===== src/rtl/tinyrv1_run_ctrl_if.sv =====
// Host command channel for the tinyrv1 run-control sequencer.
//   cmd_valid : host has a command on cmd_op/cmd_arg
//   cmd_ready : sequencer can accept a command this cycle
//   cmd_op    : 0 NOP, 1 RUN, 2 STEP, 3 HALT, 4 SET_BKPT, 5 CLR_BKPT, 6 DUMP, 7 CLR_CNT
//   cmd_arg   : step count (low bits) or breakpoint address
//   cmd_err   : one-cycle pulse, previous accepted command was ignored
// master = host side, slave = sequencer side.
interface tinyrv1_run_ctrl_if #(
  parameter int XLEN = 32
);
  logic            cmd_valid;
  logic            cmd_ready;
  logic [2:0]      cmd_op;
  logic [XLEN-1:0] cmd_arg;
  logic            cmd_err;

  modport master (
    output cmd_valid,
    output cmd_op,
    output cmd_arg,
    input  cmd_ready,
    input  cmd_err
  );

  modport slave (
    input  cmd_valid,
    input  cmd_op,
    input  cmd_arg,
    output cmd_ready,
    output cmd_err
  );
endinterface


===== src/rtl/tinyrv1_run_ctrl.sv =====
// Run-control sequencer for the tinyrv1 core. Gates core advance with a
// per-cycle enable (free-run, N-step, single PC breakpoint, host halt) and
// walks the register file debug port to stream x1..x31 to the host.
//
// Ports:
//   clk            clock
//   rst            asynchronous active-low reset
//   cmd_if         host command channel (slave side)
//   core_en_o      core advance enable (combinational)
//   core_pc_i      core current PC
//   rf_addr_o      register-file debug read address
//   rf_data_i      register-file debug read data (combinational from rf_addr_o)
//   halted_o       1 while halted
//   halt_cause_o   0 RESET, 1 HOST, 2 STEP_DONE, 3 BKPT
//   retired_cnt_o  saturating count of core_en cycles
//   dump_valid_o   dump beat valid
//   dump_addr_o    register index of dump beat
//   dump_data_o    register value of dump beat
//
// state   | meaning
// HALTED  | core stopped, all commands legal
// RUN     | core free-running until HALT or breakpoint
// STEP    | core runs until step counter expires, HALT or breakpoint
// DUMP    | streaming x1..x31, commands blocked
module tinyrv1_run_ctrl #(
  parameter int XLEN  = 32,
  parameter int CNT_W = 16
) (
  input  logic                 clk,
  input  logic                 rst,
  tinyrv1_run_ctrl_if.slave    cmd_if,
  output logic                 core_en_o,
  input  logic [XLEN-1:0]      core_pc_i,
  output logic [4:0]           rf_addr_o,
  input  logic [XLEN-1:0]      rf_data_i,
  output logic                 halted_o,
  output logic [1:0]           halt_cause_o,
  output logic [CNT_W-1:0]     retired_cnt_o,
  output logic                 dump_valid_o,
  output logic [4:0]           dump_addr_o,
  output logic [XLEN-1:0]      dump_data_o
);

  localparam logic [2:0] OP_NOP      = 3'd0;
  localparam logic [2:0] OP_RUN      = 3'd1;
  localparam logic [2:0] OP_STEP     = 3'd2;
  localparam logic [2:0] OP_HALT     = 3'd3;
  localparam logic [2:0] OP_SET_BKPT = 3'd4;
  localparam logic [2:0] OP_CLR_BKPT = 3'd5;
  localparam logic [2:0] OP_DUMP     = 3'd6;
  localparam logic [2:0] OP_CLR_CNT  = 3'd7;

  localparam logic [1:0] CAUSE_RESET = 2'd0;
  localparam logic [1:0] CAUSE_HOST  = 2'd1;
  localparam logic [1:0] CAUSE_STEP  = 2'd2;
  localparam logic [1:0] CAUSE_BKPT  = 2'd3;

  typedef enum logic [1:0] {
    ST_HALTED = 2'd0,
    ST_RUN    = 2'd1,
    ST_STEP   = 2'd2,
    ST_DUMP   = 2'd3
  } state_t;

  state_t            state_q, state_d;
  logic [1:0]        cause_q, cause_d;
  logic [CNT_W-1:0]  step_cnt_q, step_cnt_d;
  logic [CNT_W-1:0]  retired_q, retired_d;
  logic              resume_skip_q, resume_skip_d;
  logic              bkpt_valid_q, bkpt_valid_d;
  logic [XLEN-1:0]   bkpt_addr_q, bkpt_addr_d;
  logic [4:0]        rf_addr_q, rf_addr_d;
  logic              dump_valid_q, dump_valid_d;
  logic [4:0]        dump_addr_q, dump_addr_d;
  logic [XLEN-1:0]   dump_data_q, dump_data_d;
  logic              cmd_err_q, cmd_err_d;

  logic              cmd_ready;
  logic              core_en;
  logic              busy;
  logic              cmd_fire;
  logic              halt_cmd;
  logic              bkpt_match;
  logic              step_last;
  logic [CNT_W-1:0]  step_arg;

  assign busy       = (state_q == ST_RUN) || (state_q == ST_STEP);
  assign cmd_fire   = cmd_if.cmd_valid && cmd_ready;
  assign halt_cmd   = cmd_fire && (cmd_if.cmd_op == OP_HALT);
  // resume_skip masks the breakpoint for the first enabled cycle so that a
  // resume from a breakpoint executes the matching instruction once.
  assign bkpt_match = bkpt_valid_q && (core_pc_i == bkpt_addr_q) && !resume_skip_q;
  assign step_last  = (state_q == ST_STEP) && core_en && (step_cnt_q == CNT_W'(1));
  assign step_arg   = cmd_if.cmd_arg[CNT_W-1:0];

  // state register
  always_ff @(posedge clk or negedge rst) begin
    if (!rst) begin
      state_q <= ST_HALTED;
    end else begin
      state_q <= state_d;
    end
  end

  // next-state
  always_comb begin
    state_d = state_q;
    cause_d = cause_q;
    case (state_q)
      ST_HALTED: begin
        if (cmd_fire) begin
          case (cmd_if.cmd_op)
            OP_RUN:  state_d = ST_RUN;
            OP_STEP: state_d = ST_STEP;
            OP_DUMP: state_d = ST_DUMP;
            default: state_d = ST_HALTED;
          endcase
        end
      end
      ST_RUN, ST_STEP: begin
        // Priority: breakpoint over host halt over step completion.
        if (bkpt_match) begin
          state_d = ST_HALTED;
          cause_d = CAUSE_BKPT;
        end else if (halt_cmd) begin
          state_d = ST_HALTED;
          cause_d = CAUSE_HOST;
        end else if (step_last) begin
          state_d = ST_HALTED;
          cause_d = CAUSE_STEP;
        end
      end
      ST_DUMP: begin
        // rf_addr wraps to 0 after x31 was read; beat 31 is shown this cycle.
        if (rf_addr_q == 5'd0) begin
          state_d = ST_HALTED;
        end
      end
      default: state_d = ST_HALTED;
    endcase
  end

  // outputs
  always_comb begin
    cmd_ready = (state_q != ST_DUMP);
    core_en   = busy && !bkpt_match;
    halted_o  = (state_q == ST_HALTED);
  end

  // datapath next values
  always_comb begin
    step_cnt_d    = step_cnt_q;
    retired_d     = retired_q;
    resume_skip_d = resume_skip_q;
    bkpt_valid_d  = bkpt_valid_q;
    bkpt_addr_d   = bkpt_addr_q;
    rf_addr_d     = rf_addr_q;
    dump_valid_d  = 1'b0;
    dump_addr_d   = dump_addr_q;
    dump_data_d   = dump_data_q;
    cmd_err_d     = 1'b0;

    if ((state_q == ST_HALTED) && cmd_fire) begin
      case (cmd_if.cmd_op)
        OP_RUN: resume_skip_d = 1'b1;
        OP_STEP: begin
          resume_skip_d = 1'b1;
          step_cnt_d    = (step_arg == '0) ? CNT_W'(1) : step_arg;
        end
        OP_SET_BKPT: begin
          bkpt_addr_d  = cmd_if.cmd_arg;
          bkpt_valid_d = 1'b1;
        end
        OP_CLR_BKPT: bkpt_valid_d = 1'b0;
        OP_DUMP:     rf_addr_d    = 5'd1;
        default: ;
      endcase
    end

    if (busy && cmd_fire && (cmd_if.cmd_op != OP_HALT)) begin
      cmd_err_d = 1'b1;
    end

    if (core_en) begin
      resume_skip_d = 1'b0;
      if (state_q == ST_STEP) begin
        step_cnt_d = step_cnt_q - CNT_W'(1);
      end
    end

    if ((state_q == ST_HALTED) && cmd_fire && (cmd_if.cmd_op == OP_CLR_CNT)) begin
      retired_d = '0;
    end else if (core_en && (retired_q != {CNT_W{1'b1}})) begin
      retired_d = retired_q + CNT_W'(1);
    end

    if ((state_q == ST_DUMP) && (rf_addr_q != 5'd0)) begin
      dump_valid_d = 1'b1;
      dump_addr_d  = rf_addr_q;
      dump_data_d  = rf_data_i;
      rf_addr_d    = (rf_addr_q == 5'd31) ? 5'd0 : rf_addr_q + 5'd1;
    end
  end

  always_ff @(posedge clk or negedge rst) begin
    if (!rst) begin
      cause_q       <= CAUSE_RESET;
      step_cnt_q    <= '0;
      retired_q     <= '0;
      resume_skip_q <= 1'b0;
      bkpt_valid_q  <= 1'b0;
      bkpt_addr_q   <= '0;
      rf_addr_q     <= 5'd0;
      dump_valid_q  <= 1'b0;
      dump_addr_q   <= 5'd0;
      dump_data_q   <= '0;
      cmd_err_q     <= 1'b0;
    end else begin
      cause_q       <= cause_d;
      step_cnt_q    <= step_cnt_d;
      retired_q     <= retired_d;
      resume_skip_q <= resume_skip_d;
      bkpt_valid_q  <= bkpt_valid_d;
      bkpt_addr_q   <= bkpt_addr_d;
      rf_addr_q     <= rf_addr_d;
      dump_valid_q  <= dump_valid_d;
      dump_addr_q   <= dump_addr_d;
      dump_data_q   <= dump_data_d;
      cmd_err_q     <= cmd_err_d;
    end
  end

  assign cmd_if.cmd_ready = cmd_ready;
  assign cmd_if.cmd_err   = cmd_err_q;
  assign core_en_o        = core_en;
  assign rf_addr_o        = rf_addr_q;
  assign halt_cause_o     = cause_q;
  assign retired_cnt_o    = retired_q;
  assign dump_valid_o     = dump_valid_q;
  assign dump_addr_o      = dump_addr_q;
  assign dump_data_o      = dump_data_q;

endmodule


===== src/flat_wrapper.sv =====
// flat-port wrapper written by rule: the top's interface ports become plain ports
module tinyrv1_run_ctrl_flat 
#(
  parameter int XLEN  = 32,
  parameter int CNT_W = 16
)
  (clk, rst, core_en_o, core_pc_i, rf_addr_o, rf_data_i, halted_o, halt_cause_o, retired_cnt_o, dump_valid_o, dump_addr_o, dump_data_o, cmd_if_cmd_valid, cmd_if_cmd_op, cmd_if_cmd_arg, cmd_if_cmd_ready, cmd_if_cmd_err);
  tinyrv1_run_ctrl_if #(.XLEN(XLEN)) cmd_if_i ();
  input  logic clk;
  input  logic rst;
  output logic core_en_o;
  input  logic [XLEN-1:0] core_pc_i;
  output logic [4:0] rf_addr_o;
  input  logic [XLEN-1:0] rf_data_i;
  output logic halted_o;
  output logic [1:0] halt_cause_o;
  output logic [CNT_W-1:0] retired_cnt_o;
  output logic dump_valid_o;
  output logic [4:0] dump_addr_o;
  output logic [XLEN-1:0] dump_data_o;
  input wire logic [$bits(cmd_if_i.cmd_valid)-1:0] cmd_if_cmd_valid;
  input wire logic [$bits(cmd_if_i.cmd_op)-1:0] cmd_if_cmd_op;
  input wire logic [$bits(cmd_if_i.cmd_arg)-1:0] cmd_if_cmd_arg;
  output wire logic [$bits(cmd_if_i.cmd_ready)-1:0] cmd_if_cmd_ready;
  output wire logic [$bits(cmd_if_i.cmd_err)-1:0] cmd_if_cmd_err;
  assign cmd_if_i.cmd_valid = cmd_if_cmd_valid;
  assign cmd_if_i.cmd_op = cmd_if_cmd_op;
  assign cmd_if_i.cmd_arg = cmd_if_cmd_arg;
  assign cmd_if_cmd_ready = cmd_if_i.cmd_ready;
  assign cmd_if_cmd_err = cmd_if_i.cmd_err;
  tinyrv1_run_ctrl #(.XLEN(XLEN), .CNT_W(CNT_W)) u_core (.clk(clk), .rst(rst), .cmd_if(cmd_if_i), .core_en_o(core_en_o), .core_pc_i(core_pc_i), .rf_addr_o(rf_addr_o), .rf_data_i(rf_data_i), .halted_o(halted_o), .halt_cause_o(halt_cause_o), .retired_cnt_o(retired_cnt_o), .dump_valid_o(dump_valid_o), .dump_addr_o(dump_addr_o), .dump_data_o(dump_data_o));
endmodule

===== config.mk =====
export PLATFORM = sky130hd
export DESIGN_NAME = tinyrv1_run_ctrl_flat
export DESIGN_NICKNAME = d
export VERILOG_FILES = /design/src/rtl/tinyrv1_run_ctrl_if.sv /design/src/rtl/tinyrv1_run_ctrl.sv /design/src/flat_wrapper.sv
export SDC_FILE = /design/constraint.sdc
export NUM_CORES = 1
export LEC_CHECK = 0
export CAP_MARGIN = 40
export CORE_MARGIN = 10
export CORE_UTILIZATION = 38
export CTS_CLUSTER_SIZE = 12
export DETAILED_ROUTE_END_ITERATION = 6
export DONT_BUFFER_PORTS = 1
export GPL_ROUTABILITY_DRIVEN = 0
export SLEW_MARGIN = 25
export SYNTH_ARGS = -nofsm -noshare
export SYNTH_HDL_FRONTEND = slang
export SYNTH_SLANG_ARGS = --single-unit

===== constraint.sdc =====
create_clock -name clk -period 3.1 [get_ports clk]
set_input_delay 0.775 -clock clk [delete_from_list [all_inputs] [get_ports clk]]
set_output_delay 0.775 -clock clk [all_outputs]
set_load 0.03 [all_outputs]

==> metrics.yaml <==
global_routing:
  grt_usage_pct: 15.5
  grt_pass1_wl_um: 24600
  antenna_found_initial: 0
  grt_pass1_vias: 4484
  grt_start_max_net_pins: 115
  overflow: 0
timing:
  fin_tns_setup_ns: 0
  rsz0062_at_grt: "false"
  clock_skew_ns: 0.00872
  relSlewSlack_pct: 58.0
  tightest_slew_ns: 0.626
  min_period_ns: 2.96
  finalHoldViolCount: 0
  period_share_pct: 95.6
  fmax_mhz: 337
  slew_violations: 0
  setup_viol: 0
synthesis:
  synth_nets: 693
  yosys_warnings: 0
  synth_adder_area_share_pct: 1.97
  synth_top_family_by_area: "simple AND/OR/NAND/NOR gates"
  yosysTopAreaCell: "dfrtp_1"
  ys_ff_latch: 114
  synthSimpleGateAreaFrac_pct: 22.7
  syn_area_per_cell_um2: 9.80
  synthDistinctLibCells: 51
  synthMuxAreaShare_pct: 7.76
  synth_top_cells_by_area: "dfrtp_1 (50%), nand2_1 (8.0%), mux2_2 (6.7%), xnor2_1 (5.2%), nor2_1 (2.0%)"
  yosys_most_used_dff: "dfrtp_1"
  netlist_instances: 582
  synth_compound_area_share_pct: 9.52
  synthXorXnorAreaFrac_pct: 5.22
  synth_edf_count: 0
  synth_seq_area_share_pct: 50.0
  synth_area_mm2: 0.00571
  ys_async_sr_fraction_pct: 100
  netlist.area_leader.share_pct: 50.0
cells_and_area:
  synthToLayoutAreaGrowth_pct: 15.3
  layout_commonest_cell: "nand2_1"
  layout-drive-gt1-share_pct: 16.5
  n_antenna_cell: 0
  fillers: 1386
  mostFrequentLayoutCells: "nand2_1 (121), dfrtp_1 (114), xnor2_1 (34), mux2_2 (34), nor2_1 (31)"
  final_core_util_pct: 44.9
  nets: 704
setup_path:
  crit_type: "reg -> out"
  worstPathMaxFanout: 3
  cpPeakStageDelay_ns: 0.42
  path_cells: "xnor2_1 -> nand4_1 -> nor4_1 -> buf_4 -> a31o_2 -> inv_1"
  cp_data_required_time_ns: 2.32
  cpLargestDelayFamily: "simple AND/OR/NAND/NOR gates"
  cp_num_buf_inv: 2
  cpMaxStageDelayCell: "nor4_1"
  ff2ff_setup_slack_ns: 0.26
  startpoint_type: "flip-flop"
  cp.arrival_ns: 2.19
  cp-end-kind: "output pin"
floorplan:
  die_area_mm2: 0.0203
  core_area_mm2: 0.0146
  initial_utilization_pct: 39.0
  dieWidth_um: 143
  row_count: 44
  ios: 167
  die_y_um: 143
clock_tree:
  insertion_delay_ns: 0.41
  cts_max_level: 4
  root_buffer: "clkbuf_16"
  post_cts_resized: 0
  cts_sinks: 114
  clk_pin_slew_ns: 0.06
  clockBufferDepth: 2
  cts_buffers: 17
  ctsHoldBuffers: 0
  post_cts_buffers: 0
  cts_tree: "yes"
pwr:
  ir_worst_vdd_uv: 483
  p_leak_nw: 2.88
  power.density_mw_per_mm2: 1090
  p_total_w: 0.00719
drt:
  drt-total-wl_um: 15600
  antenna_left: 0
  vias: 4381
  drc: 0
  first_iter_violations: 286
  drt-vias-per-instance: 5.55
  drtPass1Iterations: 5
  wire_per_inst_um: 19.8
placement:
  io_buffers: 0
  hpwl_um: 11800
job:
  drv_cap: 0
run_status:
  status: "complete, no violations"
min_path:
  hold_class: "in -> async"
[final timing paths]
| check | startpoint | end | cells after the start |
|---|---|---|---|
| max reg2reg | u_core.step_cnt_q[6] | u_core.step_cnt_q[15] | 6 |
| min in group clk | rf_data_i[11] | u_core.dump_data_o[11] | 2 |
| min reg2reg | u_core.bkpt_addr_q[19] | u_core.bkpt_addr_q[19] | 1 |
| min | rst | u_core.bkpt_addr_q[9] | 0 |
| max | u_core.bkpt_addr_q[17] | core_en_o | 6 |
| max in group asynchronous | rst | u_core.retired_cnt_o[15] | 0 |
[report_power, final]
| group | leakage (nW) | total (W) | internal (W) | switching [W] |
|---|---|---|---|---|
| logic | 1.20 | 0.00179 | 0.000844 | 0.000942 |
| registers | 1.39 | 0.00343 | 0.00214 | 0.00129 |
| clock network | 0.297 | 0.00197 | 0.00128 | 0.000692 |
| total | 2.88 | 0.00719 | 0.00427 | 0.00292 |
[synthesized netlist by cell type (3+ instances only)]
library cell / count
nor4_1: 10
and2_1: 8
xnor2_1: 34
and3_1: 10
nand2b_1: 5
and4_1: 4
nand2_1: 121
nor3_1: 16
nor3b_1: 3
or4_1: 9
a22o_1: 4
a21oi_1: 16
o21ai_0: 18
o211ai_1: 3
mux2_2: 34
o221a_2: 8
dfrtp_1: 114
nor2_1: 31
clkbuf_1: 22
nand4_1: 16
or3_1: 5
ha_1: 9
inv_1: 19
nand3_1: 15
a211o_1: 4
mux2i_1: 6
a211oi_1: 3
o31ai_1: 5
[metrics by stage]
stage	std cells	setup WS (ns)	hold WS, ns	instance area (um^2)
after floorplan	582	0.154	0.475	5710
after global placement	757	0.196	0.483	5970
final	790	0.135	0.0549	6580
after detailed placement	757	0.192	0.483	5970
after global routing	790	0.0332	0.0273	6580
after CTS	789	0.138	0.0376	6570
[kinds of logic after synthesis]
kind of cell / after synthesis
AOI/OAI and AO/OA: 77
xor gates and xnor gates: 34
adders and majority gates: 9
buffers and inverters: 43
DFF: 114
muxes: 40
and+or+nand+nor: 265
[worst reg2reg max path: stages, from the launching register on]
cell     delay, ns
dfrtp_1       0.41
or3_4         0.40
or3_4         0.35
or4_4         0.48
or4_1         0.42
and3_1        0.19
or4_1         0.46
[final cells by class]
type | instances | area, um^2 | share of cell area (%)
flip-flops and latches | 114 | 2850 | 43.4
multi-input cells | 425 | 2700 | 41.1
clock buffers | 19 | 443 | 6.74
well taps | 184 | 230 | 3.50
clock inverters | 13 | 161 | 2.45
repair buffers | 15 | 110 | 1.67
inverters | 20 | 75.1 | 1.14
[state kept, by name, summed over array words and instances (netlist names)]
| signal | count |
|---|---|
| u_core.dump_addr_o | 5 |
| u_core.cmd_if.cmd_err | 1 |
| u_core.state_q | 2 |
| u_core.resume_skip_q | 1 |
| u_core.retired_cnt_o | 16 |
| u_core.bkpt_valid_q | 1 |
| u_core.dump_valid_o | 1 |
| u_core.halt_cause_o | 2 |
| u_core.bkpt_addr_q | 32 |
| u_core.rf_addr_o | 5 |
| u_core.dump_data_o | 32 |
| u_core.step_cnt_q | 16 |
[per-layer routing]
| layer | GRT usage [%] | vias to the layer above | routed length, um |
|---|---|---|---|
| met3 | 6.98 | 31 | 1470 |
| li1 | - | 2074 | - |
| met1 | 17.5 | 2122 | 6070 |
| met5 | 0 | - | 0 |
| met2 | 24.0 | 154 | 7570 |
| met4 | 8.47 | 0 | 525 |
Power figures use the tool's default switching activity.
==> edit (same flow settings) <==
Make the reset (`rst`) synchronous in 2 clocked blocks. Comments in the files are not updated.
--- a/src/rtl/tinyrv1_run_ctrl.sv
+++ b/src/rtl/tinyrv1_run_ctrl.sv
@@ -94,7 +94,7 @@
   assign step_arg   = cmd_if.cmd_arg[CNT_W-1:0];
 
   // state register
-  always_ff @(posedge clk or negedge rst) begin
+  always_ff @(posedge clk) begin
     if (!rst) begin
       state_q <= ST_HALTED;
     end else begin
@@ -202,7 +202,7 @@
     end
   end
 
-  always_ff @(posedge clk or negedge rst) begin
+  always_ff @(posedge clk) begin
     if (!rst) begin
       cause_q       <= CAUSE_RESET;
       step_cnt_q    <= '0;
Function: differs if rst is asserted again (counterexample within 4 cycles, from zero or initial values and one cycle with rst low); with rst held inactive, the same outputs for 4 cycles.
==> edit against the original RTL <==
Via count increased by 13%. Critical endpoint unchanged. Setup slack better by 0.26 ns. Sequential cell count did not move. Largest cell class is now multi-input combinational cells. Design area fell by 4.8%. Synthesized area down 2.8%. Wire length increased by 5.8%.
Power is not compared: it rests on default switching activity, and its combinational part moved more than twofold at a synthesized area within 25%.
==> edit: results (changes against the original RTL) <==
stage,metric,value,unit,change
synthesis,post-synthesis mux area share,2.53,%,-5.2 points
synthesis,Area contributors post-synth,"dfxtp_1 (41%), nand2_1 (11%), a21oi_1 (7.8%)",,
run_status,status,finished clean,,
place,Setup WS pre-CTS,0.322,ns,+0.131 ns
sta,Max-slew headroom,47.3,%,-11 points
global_routing,number of global-route vias before repair,4870,,+8.6%
place,placed instance count,854,,+13%
synthesis,Synth Net Count,807,,+16%
global_routing,met1 Track Usage GR,17.1,%,-0.41 points
synthesis,commonest cells in the netlist,"nand2_1 (166), dfxtp_1 (114), a21oi_1 (87)",,
setup_path,Crit path largest cell delay,0.39,ns,-0.03 ns
synthesis,Synth Area in Compound Gates,15.6,%,+6.0 points
global_routing,first-pass GRT wire length,25.8,mm,+5.0%
synthesis,XOR/XNOR Fraction of Synth Area,4.74,%,-0.48 points
sta,Hold Worst Slack,0.467,ns,+0.412 ns
place,Placed Area,5710,um^2,-4.4%
synthesis,sequential area share after synthesis,41.1,%,-8.9 points
global_routing,gr usage total,16.0,%,+0.51 points
setup_path,Crit-path slowest cell,nor4_4,,
synthesis,"Avg Cell Area, Syn",7.97,um^2,-19%
detailed_routing,WL final,16.6,mm,+5.8%
global_routing,met2 GRT Util,26.8,%,+2.9 points
global_routing,largest net degree at the start of global routing,37,,-68%
detailed_routing,routed length on met2,8.12,mm,+7.2%
setup_path,reg2reg start,u_core.state_q[1],,
[edit: cell count changes after synthesis, sizes merged, moves of 5 or more]
cell    change
a21oi      +73
buf         +7
clkbuf      +7
dfrtp     -114
dfxtp     +114
mux2       -34
mux2i       +8
nand2      +46
nand2b     +13
nand3       +9
nand4      +15
o221a       -8
or4         -8
xnor2       -5
[edit: cell type report]
cell class / instances / area [um^2] / share of cell area (%)
Clock buffer: 20 / 447 / 7.13
Sequential cell: 114 / 2280 / 36.4
Timing Repair Buffer: 11 / 82.6 / 1.32
Multi-Input combinational cell: 526 / 3040 / 48.5
Inverter: 19 / 71.3 / 1.14
Clock inverter: 12 / 110 / 1.76
Tap cell: 184 / 230 / 3.68
[edit: power by group]
part	switching [mW]	internal [mW]	total [mW]
registers	0.0298	1.49	1.52
logic	0.174	0.0936	0.267
clock network	0.687	1.12	1.81
total	0.890	2.71	3.60
